[src/rtl/fifo_rd_stream.sv]
// Read-side drain engine: pops the async FIFO into a 2-entry skid buffer and presents a
// registered valid/ready stream with burst-boundary tagging. Optional stats via RD_STATS_EN.
module fifo_rd_stream #(
    parameter int unsigned DSIZE     = 8,
    parameter int unsigned BURST_LEN = 16
) (
    input  logic             rclk,
    input  logic             rrst,
    input  logic             rempty,
    input  logic [DSIZE-1:0] rdata,
    output logic             rinc,
    input  logic             flush,
    output logic             m_valid,
    input  logic             m_ready,
    output logic [DSIZE-1:0] m_data,
    output logic             m_last,
    output logic [31:0]      word_cnt,
    output logic [31:0]      stall_cnt
);

    localparam int unsigned BW = 16;
    localparam logic [BW-1:0] BEAT_MAX = BW'(BURST_LEN - 1);

    typedef enum logic [1:0] {
        EMPTY = 2'd0,
        ONE   = 2'd1,
        TWO   = 2'd2
    } occ_e;

    occ_e             state;
    occ_e             state_nxt;
    logic [DSIZE-1:0] head_data_nxt;
    logic [DSIZE-1:0] tail_data;
    logic [DSIZE-1:0] tail_data_nxt;
    logic [BW-1:0]    beat;
    logic [BW-1:0]    beat_nxt;
    logic             valid_nxt;
    logic             last_nxt;
    logic             accept;

    function automatic logic [BW-1:0] beat_wrap(input logic [BW-1:0] b);
        return (b == BEAT_MAX) ? '0 : BW'(b + 1'b1);
    endfunction

    assign accept = m_valid && m_ready;
    // Pop decision uses occupancy only, never m_ready.
    assign rinc   = !rempty && (state != TWO) && !flush && !rrst;

    always_comb begin
        state_nxt     = state;
        head_data_nxt = m_data;
        tail_data_nxt = tail_data;
        beat_nxt      = beat;
        valid_nxt     = 1'b0;
        last_nxt      = 1'b0;

        if (accept) begin
            beat_nxt = beat_wrap(beat);
        end

        case (state)
            EMPTY: begin
                if (rinc) begin
                    head_data_nxt = rdata;
                    state_nxt     = ONE;
                end
            end
            ONE: begin
                if (rinc && accept) begin
                    head_data_nxt = rdata;
                end else if (rinc) begin
                    tail_data_nxt = rdata;
                    state_nxt     = TWO;
                end else if (accept) begin
                    state_nxt = EMPTY;
                end
            end
            TWO: begin
                if (accept) begin
                    head_data_nxt = tail_data;
                    state_nxt     = ONE;
                end
            end
            default: state_nxt = EMPTY;
        endcase

        if (flush) begin
            state_nxt = EMPTY;
            beat_nxt  = '0;
        end

        // Head beat index equals the post-accept beat counter, so m_last is fixed at load.
        valid_nxt = (state_nxt != EMPTY);
        last_nxt  = valid_nxt && (beat_nxt == BEAT_MAX);
    end

    always_ff @(posedge rclk) begin
        if (rrst) begin
            state     <= EMPTY;
            m_valid   <= 1'b0;
            m_last    <= 1'b0;
            m_data    <= '0;
            tail_data <= '0;
            beat      <= '0;
        end else begin
            state     <= state_nxt;
            m_valid   <= valid_nxt;
            m_last    <= last_nxt;
            m_data    <= head_data_nxt;
            tail_data <= tail_data_nxt;
            beat      <= beat_nxt;
        end
    end

`ifdef RD_STATS_EN
    // Saturating counters; flush does not clear them and a flushed accept is not counted.
    always_ff @(posedge rclk) begin
        if (rrst) begin
            word_cnt  <= '0;
            stall_cnt <= '0;
        end else begin
            if (accept && !flush && (word_cnt != 32'hFFFF_FFFF)) begin
                word_cnt <= word_cnt + 32'd1;
            end
            if (m_valid && !m_ready && (stall_cnt != 32'hFFFF_FFFF)) begin
                stall_cnt <= stall_cnt + 32'd1;
            end
        end
    end
`else
    assign word_cnt  = '0;
    assign stall_cnt = '0;
`endif

endmodule

[config.mk]
export PLATFORM = sky130hd
export DESIGN_NAME = fifo_rd_stream
export DESIGN_NICKNAME = d
export VERILOG_FILES = /design/src/rtl/fifo_rd_stream.sv
export SDC_FILE = /design/constraint.sdc
export NUM_CORES = 1
export LEC_CHECK = 0
export ABC_AREA = 1
export BUFFER_PORTS_ARGS = -buffer_cell sky130_fd_sc_hd__buf_4
export CAP_MARGIN = 20
export CELL_PAD_IN_SITES_DETAIL_PLACEMENT = 1
export CELL_PAD_IN_SITES_GLOBAL_PLACEMENT = 1
export CORE_UTILIZATION = 33
export CTS_CLUSTER_SIZE = 25
export DETAILED_ROUTE_END_ITERATION = 8
export PLACE_DENSITY = 0.78
export SLEW_MARGIN = 30
export SYNTH_ARGS = -nofsm -noshare
export SYNTH_HDL_FRONTEND = slang
export SYNTH_SLANG_ARGS = --single-unit
[constraint.sdc]
create_clock -name rclk -period 1.7 [get_ports rclk]
set_clock_uncertainty 0.1 [all_clocks]
set_input_delay 0.085 -clock rclk [delete_from_list [all_inputs] [get_ports rclk]]
set_output_delay 0.085 -clock rclk [all_outputs]
set_load 0.05 [all_outputs]
==> results of run 1 <==
cells by family (layout without fill, tap and decap cells):
| logic type | count (synthesis) | count (layout) | synth area share [%] |
|---|---|---|---|
| compound gates | 34 | 34 | 8.169 |
| xor+xnor | 1 | 1 | 0.3813 |
| fa+ha+maj | 1 | 1 | 0.5446 |
| buf+inv | 100 | 83 | 26.96 |
| flops | 36 | 36 | 31.37 |
| other cells | 1 | 64 | 0.1632 |
| simple gates | 165 | 165 | 32.41 |
registers in the layout (all words and copies together), names as in the netlist:
signal     cells
beat          16
m_data         8
m_last         1
m_valid        1
state          2
tail_data      8
area by class of cell:
class	instances	area (sq um)
Sequential cell	36	728.2
Tap cell	80	100.1
Multi-Input combinational cell	265	1270
Clock buffer	5	68.82
Fill cell	886	4079
Inverter	33	127.6
Clock inverter	3	42.54
Timing Repair Buffer	42	340.3
layout by cell type, fill, tap and decap left out, drive strengths merged, types with 4 or more instances in the layout:
cell / n
nor3: 4
conb: 64
o21ai: 21
nand3: 20
nand2: 75
nor2: 60
inv: 31
a31oi: 7
nand4: 4
clkbuf: 5
dfxtp: 36
buf: 32
dlygate4sd3: 10
tightest hold or removal path, cell delays in order:
cell,delay (ns)
buf_4,0.09
inv_1,0.09
nand2_1,0.08
nor2_1,0.03
worst min path at each step:
stage	endpoint	slack (ns)	depth (start not counted)
after floorplan	m_data[4]$_SDFFE_PP0P_	0.15	2
after global placement	tail_data[3]$_SDFFE_PP0P_	0.25	3
after detailed placement	tail_data[4]$_SDFFE_PP0P_	0.25	3
after CTS	state[1]$_SDFF_PP0_	0.01	4
after global routing	state[1]$_SDFF_PP0_	0.04	4
final	state[1]$_SDFF_PP0_	0.02	4
synthesized netlist by cell type (all sizes together), types with 2 or more instances:
master	number	share of area, %
o21bai	2	0.65
nand4	4	1.1
a31oi	7	1.9
nor2	60	12
inv	32	5.2
clkbuf	2	0.33
nand3	20	4.8
nand2	75	13
dfxtp	36	31
nor3	4	0.87
o21ai	21	4.6
a21oi	3	0.65
buf	65	21
routing by layer:
layer	track usage, %	vias to the layer above	wire length, um
met5	0	-	0
met4	4.091	0	60
met3	3.696	6	168
met2	28.15	35	2842
met1	17.83	957	2332
li1	-	1022	-
repair_timing:
action	in CTS	in global routing
hold buffers	10	0
buffers inserted	0	1
gates resized for setup	5	19
pin swaps	4	11
endpoints found under the hold margin	24	0
endpoints found under the setup margin	1	12
power breakdown:
group / internal (uW) / switching (uW) / leakage [uW]
registers: 854 / 6.43 / 0.000294
logic: 66.5 / 407 / 0.000932
clock network: 434 / 332 / 0.0000541
per-stage QoR:
step,cell area [sq um],hold slack [ns],setup WS (ns),utilization (%),setup TNS [ns]
floorplan,2535,0.1452,0.05819,-,0
finish,2678,0.01967,0.06875,39.63,0
global placement,2372,0.2463,0.01275,35.11,0
global route,2678,0.04227,-0.07931,39.63,-0.08915
CTS,2603,0.009942,0.002976,38.52,0
detailed placement,2372,0.2544,-0.03991,35.11,-0.03991
==> summary.md, run 1 <==
| Metric | Value |
|---|---|
| Status | finished clean |
| Worst Path Required | about 1.8 ns |
| CP Max Fanout | 8 |
| Slowest-stage cell, CP | dfxtp_2 |
| Die width | 85.44 um |
| CP endpoint | m_last$_SDFF_PP0_ |
| Port Buf Inserts | 23 |
| Initial drt markers | 76 |
| Final Wtd Congestion | 0.8294 |
| Leakage power | 0.001281 uW |
| Area growth, synth to finish | 16.56% |
| RSZ-0062 raised after global routing | true |
| Vias after detailed routing | 2020 |
| Routed vias/inst | approximately 4.4 |
| First-pass GRT wire length | 8921 um |
| Final period util | 95.96% |
| Buf/Inv on CP | 1 |
| # setup viols final | 0 |
| Hold Crit Start | flush |
| Synth warn | 0 |
| Starting Density | between 30% and 40% |
| Reg2reg end | m_last$_SDFF_PP0_ |
| Final Net Count | 397 |
| CORE AREA | 6756 sq um |
| Initial antenna violation count | 0 |
| Post-DP HPWL | 4051 um |
| CP startpoint | beat[1]$_SDFF_PP0_ |
| TritonCTS clock tree | built |
| Routed WL | 5403 um |
| H-tree levels | 2 |
| Reg clk slew, reported paths | 0.08 ns |
| WL/cell | 11.64 um |
| DRC viols | 0 |
| Largest net degree at the start of global routing | 17 |
| #FFs+latches synth | 36 |
| Crit path kind | reg2reg |
| Max-cap violations | 0 |
| Worst Setup Start Kind | flip-flop |
| Mapped Area | approximately 2300 sq um |
| Cell family with the largest share of critical-path delay | simple AND/OR/NAND/NOR gates |
| Clk root buf | clkbuf_8 |
| Antenna fix cells | 0 |
| Drt pass-1 iters | 6 |
| Max IR drop VDD | 0.3426 mV |
| Clock sinks | 36 |
| Slew Limit Fails | 0 |
| Non-filler instance count after layout | roughly 460 |
| Levels on crit path | 11 |
| Crit path time final | 1.631 ns |
| Grt total ovfl | 0 |
| Max Fclk | 613.0 MHz |
| FF-to-FF setup slack | slightly below 0.07 ns |
| Synth unique cells | 28 |
| FF-to-FF Start | beat[1]$_SDFF_PP0_ |
| Inst Count DP | 445 |
| Primary FF master, synth | dfxtp_1 |
| Row count | 30 |
| Layout cells sized above 1 | 20.83% |
| FFs w/ async S/R, synth | 0% |
| Worst-Skew Late Latency | 0.29 ns |
| Worst path max stage delay | roughly 0.36 ns |
| EDFF count, synth | 0 |
| Post-DRT Antenna Nets | 0 |
| Num CTS Buffers | 5 |
| Mean post-synth cell area | 6.796 sq um |
| Gate Count Post-Synth | 338 |
| IO Pins | 88 |
| GRT Resource Usage Total | around 15% |
| Height of the chip | 85.44 um |
| Maximum root-to-sink buffer count | 2 |
| Critical path, cell by cell | ha_4 -> nand2_2 -> nor2_4 -> inv_2 -> o21ai_2 -> nand2_1 -> nor2_1 -> nand2_1 -> nor2_1 -> nand2_1 -> nor2_1 |
| Post-synthesis sequential area ratio | 31.37% |
| Vias in the first global route | 1941 |
| Worst EP arrival | 1.76 ns |
| Power per cell area | around 800 nW/um^2 |
| Pwr Total | approximately 2100 uW |
| Crit end category | flip-flop |
| R2R cell count | 11 |
| Final Hold Violating Endpoints | 0 |
| Worst hold path type | in2reg |
| Die area | 7299 sq um |
Note: power is estimated with default switching activity, not from simulation.
==> run 2, diff against run 1 <==
--- a/config.mk
+++ b/config.mk
@@ -10,10 +10,11 @@
 export CAP_MARGIN = 20
 export CELL_PAD_IN_SITES_DETAIL_PLACEMENT = 1
 export CELL_PAD_IN_SITES_GLOBAL_PLACEMENT = 1
-export CORE_UTILIZATION = 33
+export CORE_UTILIZATION = 36
 export CTS_CLUSTER_SIZE = 25
 export DETAILED_ROUTE_END_ITERATION = 8
-export PLACE_DENSITY = 0.78
+export HOLD_SLACK_MARGIN = 0.08
+export PLACE_DENSITY = 0.84
 export SLEW_MARGIN = 30
 export SYNTH_ARGS = -nofsm -noshare
 export SYNTH_HDL_FRONTEND = slang
==> constraint.sdc (replaced) <==
create_clock -name rclk -period 2.01 [get_ports rclk]
set_clock_uncertainty 0.1 [all_clocks]
set_input_delay 0.1005 -clock rclk [delete_from_list [all_inputs] [get_ports rclk]]
set_output_delay 0.1005 -clock rclk [all_outputs]
set_load 0.05 [all_outputs]
==> summary.md, run 2 (synthesized netlist as in run 1, its figures left out) <==
| Metric | Value |
|---|---|
| Critical path, cell by cell | ha_1 -> nand2_1 -> nor2_4 -> inv_2 -> o21ai_1 -> nand2_1 -> nor2_1 -> nand2_1 -> nor2_1 -> nand2_1 -> nor2_1 (was ha_4 -> nand2_2 -> nor2_4 -> inv_2 -> o21ai_2 -> nand2_1 -> nor2_1 -> nand2_1 -> nor2_1 -> nand2_1 -> nor2_1) |
| CTS Hold Buffers Added | 11 (was 10) |
| # setup viols final | 0 (unchanged) |
| GRT Resource Usage Total | 17.45% (was 15.38%) |
| Worst-Skew Late Latency | 0.30 ns (was 0.29 ns) |
| Worst hold path type | in2reg (unchanged) |
| Total negative slack | 0 ns (unchanged) |
| Final Net Count | 389 (was 397) |
| Cell family with the largest share of critical-path delay | simple AND/OR/NAND/NOR gates (unchanged) |
| Pre-CTS setup slack | 0.1866 ns (was -0.03991 ns) |
| Leakage power | 0.001233 uW (was 0.001281 uW) |
| Post-CTS Setup Inserts | 0 (unchanged) |
| Status | finished clean (unchanged) |
| Worst EP arrival | 1.93 ns (was 1.76 ns) |
| Crit path kind | reg2reg (unchanged) |
| Grt total ovfl | 0 (unchanged) |
| DRC viols | 0 (unchanged) |
| Setup ws final | 0.2169 ns (was 0.06875 ns) |
| Most common cell after layout, fill and taps aside | nand2_1 (unchanged) |
| FF-to-FF setup slack | 0.22 ns (was 0.07 ns) |
| Hold depth | 5 (was 4) |
| Num CTS Buffers | 5 (unchanged) |
| Worst Path Required | 2.15 ns (was 1.83 ns) |
| Drt pass-1 iters | 4 (was 6) |
| Layout cells sized above 1 | 12.50% (was 20.83%) |
| Vias in the first global route | 1938 (was 1941) |
| Worst Setup Start Kind | flip-flop (unchanged) |
| Most used cell, CP | nand2_1 |
| CP Max Fanout | 8 (unchanged) |
| Die area | 6704 sq um (was 7299 sq um) |
| Routed WL | 5190 um (was 5403 um) |
| Max IR drop VDD | 0.3805 mV (was 0.3426 mV) |
| Slowest-stage cell, CP | dfxtp_1 (was dfxtp_2) |
| First-pass GRT wire length | 8838 um (was 8921 um) |
| Most frequent cells in the layout | nand2_1 (70), conb_1 (64), nor2_1 (55), dfxtp_1 (36), inv_1 (28) (was nand2_1 (66), conb_1 (64), nor2_1 (54), buf_4 (32), dfxtp_1 (30)) |
| Pwr Total | 1664 uW (was 2101 uW) |
| Max FFs per register | 16 (unchanged) |
| RSZ-0062 raised after global routing | false (was true) |
| Port Buf Inserts | 23 (unchanged) |
| Crit path time final | 1.793 ns (was 1.631 ns) |
| Regs by FF count | beat x16, m_data x8, tail_data x8 (unchanged) |
| Largest net degree at the start of global routing | 17 (unchanged) |
| Buf/Inv on CP | 1 (unchanged) |
| Post-CTS Resized | 0 (was 5) |
| Reg clk slew, reported paths | 0.08 ns (about the same) |
| Vias after detailed routing | 1971 (was 2020) |
| Clock sinks | 36 (unchanged) |
| H-tree levels | 2 (unchanged) |
| Power per cell area | 663.5 nW/um^2 (was 784.6 nW/um^2) |
| Worst path max stage delay | 0.39 ns (was 0.36 ns) |
| TritonCTS clock tree | built (unchanged) |
| Height of the chip | 81.88 um (was 85.44 um) |
| Row count | 28 (was 30) |
| Crit end category | flip-flop (unchanged) |
| Routed vias/inst | 4.370 (was 4.353) |
| Initial drt markers | 40 (was 76) |
| R2R cell count | 11 (unchanged) |
| Final Wtd Congestion | 0.8058 (was 0.8294) |
| Starting Density | 38.12% (was 34.00%) |
| Final Util | 41.61% (was 39.63%) |
| Post-DP HPWL | 3965 um (was 4051 um) |
| Clk root buf | clkbuf_8 (unchanged) |
| Final period util | 89.21% (was 95.96%) |
| CORE AREA | 6026 sq um (was 6756 sq um) |
| Levels on crit path | 11 (unchanged) |
| IO Pins | 88 (unchanged) |
| Initial antenna violation count | 0 (unchanged) |
| WL/cell | 11.51 um (was 11.64 um) |
| Area growth, synth to finish | 9.150% (was 16.56%) |
| Max-cap violations | 0 (unchanged) |
| Antenna fix cells | 0 (unchanged) |
| Biggest register | beat (unchanged) |
| Maximum root-to-sink buffer count | 2 (unchanged) |
| Slew Limit Fails | 0 (unchanged) |
| Final Hold Violating Endpoints | 0 (unchanged) |
| Post-DRT Antenna Nets | 0 (unchanged) |
| Die width | 81.88 um (was 85.44 um) |
| Max Fclk | 557.7 MHz (was 613.0 MHz) |
[run 2: cell types whose count changed in the layout (fill, tap and decap cells not counted), sizes merged]
cell	delta
bufinv	-1
dlygate4sd3	+1
buf	-9
inv	+1
[run 2: final timing paths]
kind / startpoint / to
setup / recovery: beat[0]$_SDFF_PP0_ / m_last$_SDFF_PP0_
hold / removal: rempty / state[0]$_SDFF_PP0_
setup reg to reg: beat[0]$_SDFF_PP0_ / m_last$_SDFF_PP0_
hold reg to reg: m_data[6]$_SDFFE_PP0P_ / m_data[6]$_SDFFE_PP0P_
[run 2: area by class of cell]
type | count | area, sq um
Fill cell | 815 | 3518
Multi-Input combinational cell | 265 | 1194
Sequential cell | 36 | 720.7
Timing Repair Buffer | 34 | 282.8
Inverter | 33 | 123.9
Tap cell | 75 | 93.84
Clock buffer | 5 | 68.82
Clock inverter | 3 | 23.77
[run 2: metrics by stage]
stage | instance area (sq um) | std cells | hold slack (ns)
CTS | 2507 | 451 | 0.1220
detailed placement | 2305 | 432 | 0.2728
global route | 2507 | 451 | 0.1601
floorplan | 2534 | 401 | 0.1607
global placement | 2305 | 432 | 0.2638
finish | 2507 | 451 | 0.1197
[run 2: per-layer routing]
layer / global-route usage, % / up-vias / routed length, um
met2: 31.82 / 39 / 2774
met5: 0 / - / 0
met3: 4.111 / 4 / 201
met4: 6.316 / 0 / 59
li1: - / 1011 / -
met1: 19.49 / 917 / 2154
[run 2: worst register-to-register path, stage by stage (launching register included)]
cell	delay [ns]
dfxtp_1	0.39
ha_1	0.21
nand2_1	0.10
nor2_4	0.21
inv_2	0.06
o21ai_1	0.15
nand2_1	0.07
nor2_1	0.10
nand2_1	0.07
nor2_1	0.13
nand2_1	0.08
nor2_1	0.08
[run 2: report_power, final]
part / switching (uW) / internal [uW] / leakage [uW] / total [uW]
Clock: 290 / 245 / 0.0000404 / 536
Sequential: 5.41 / 723 / 0.000291 / 728
Combinational: 344 / 55.3 / 0.000901 / 400
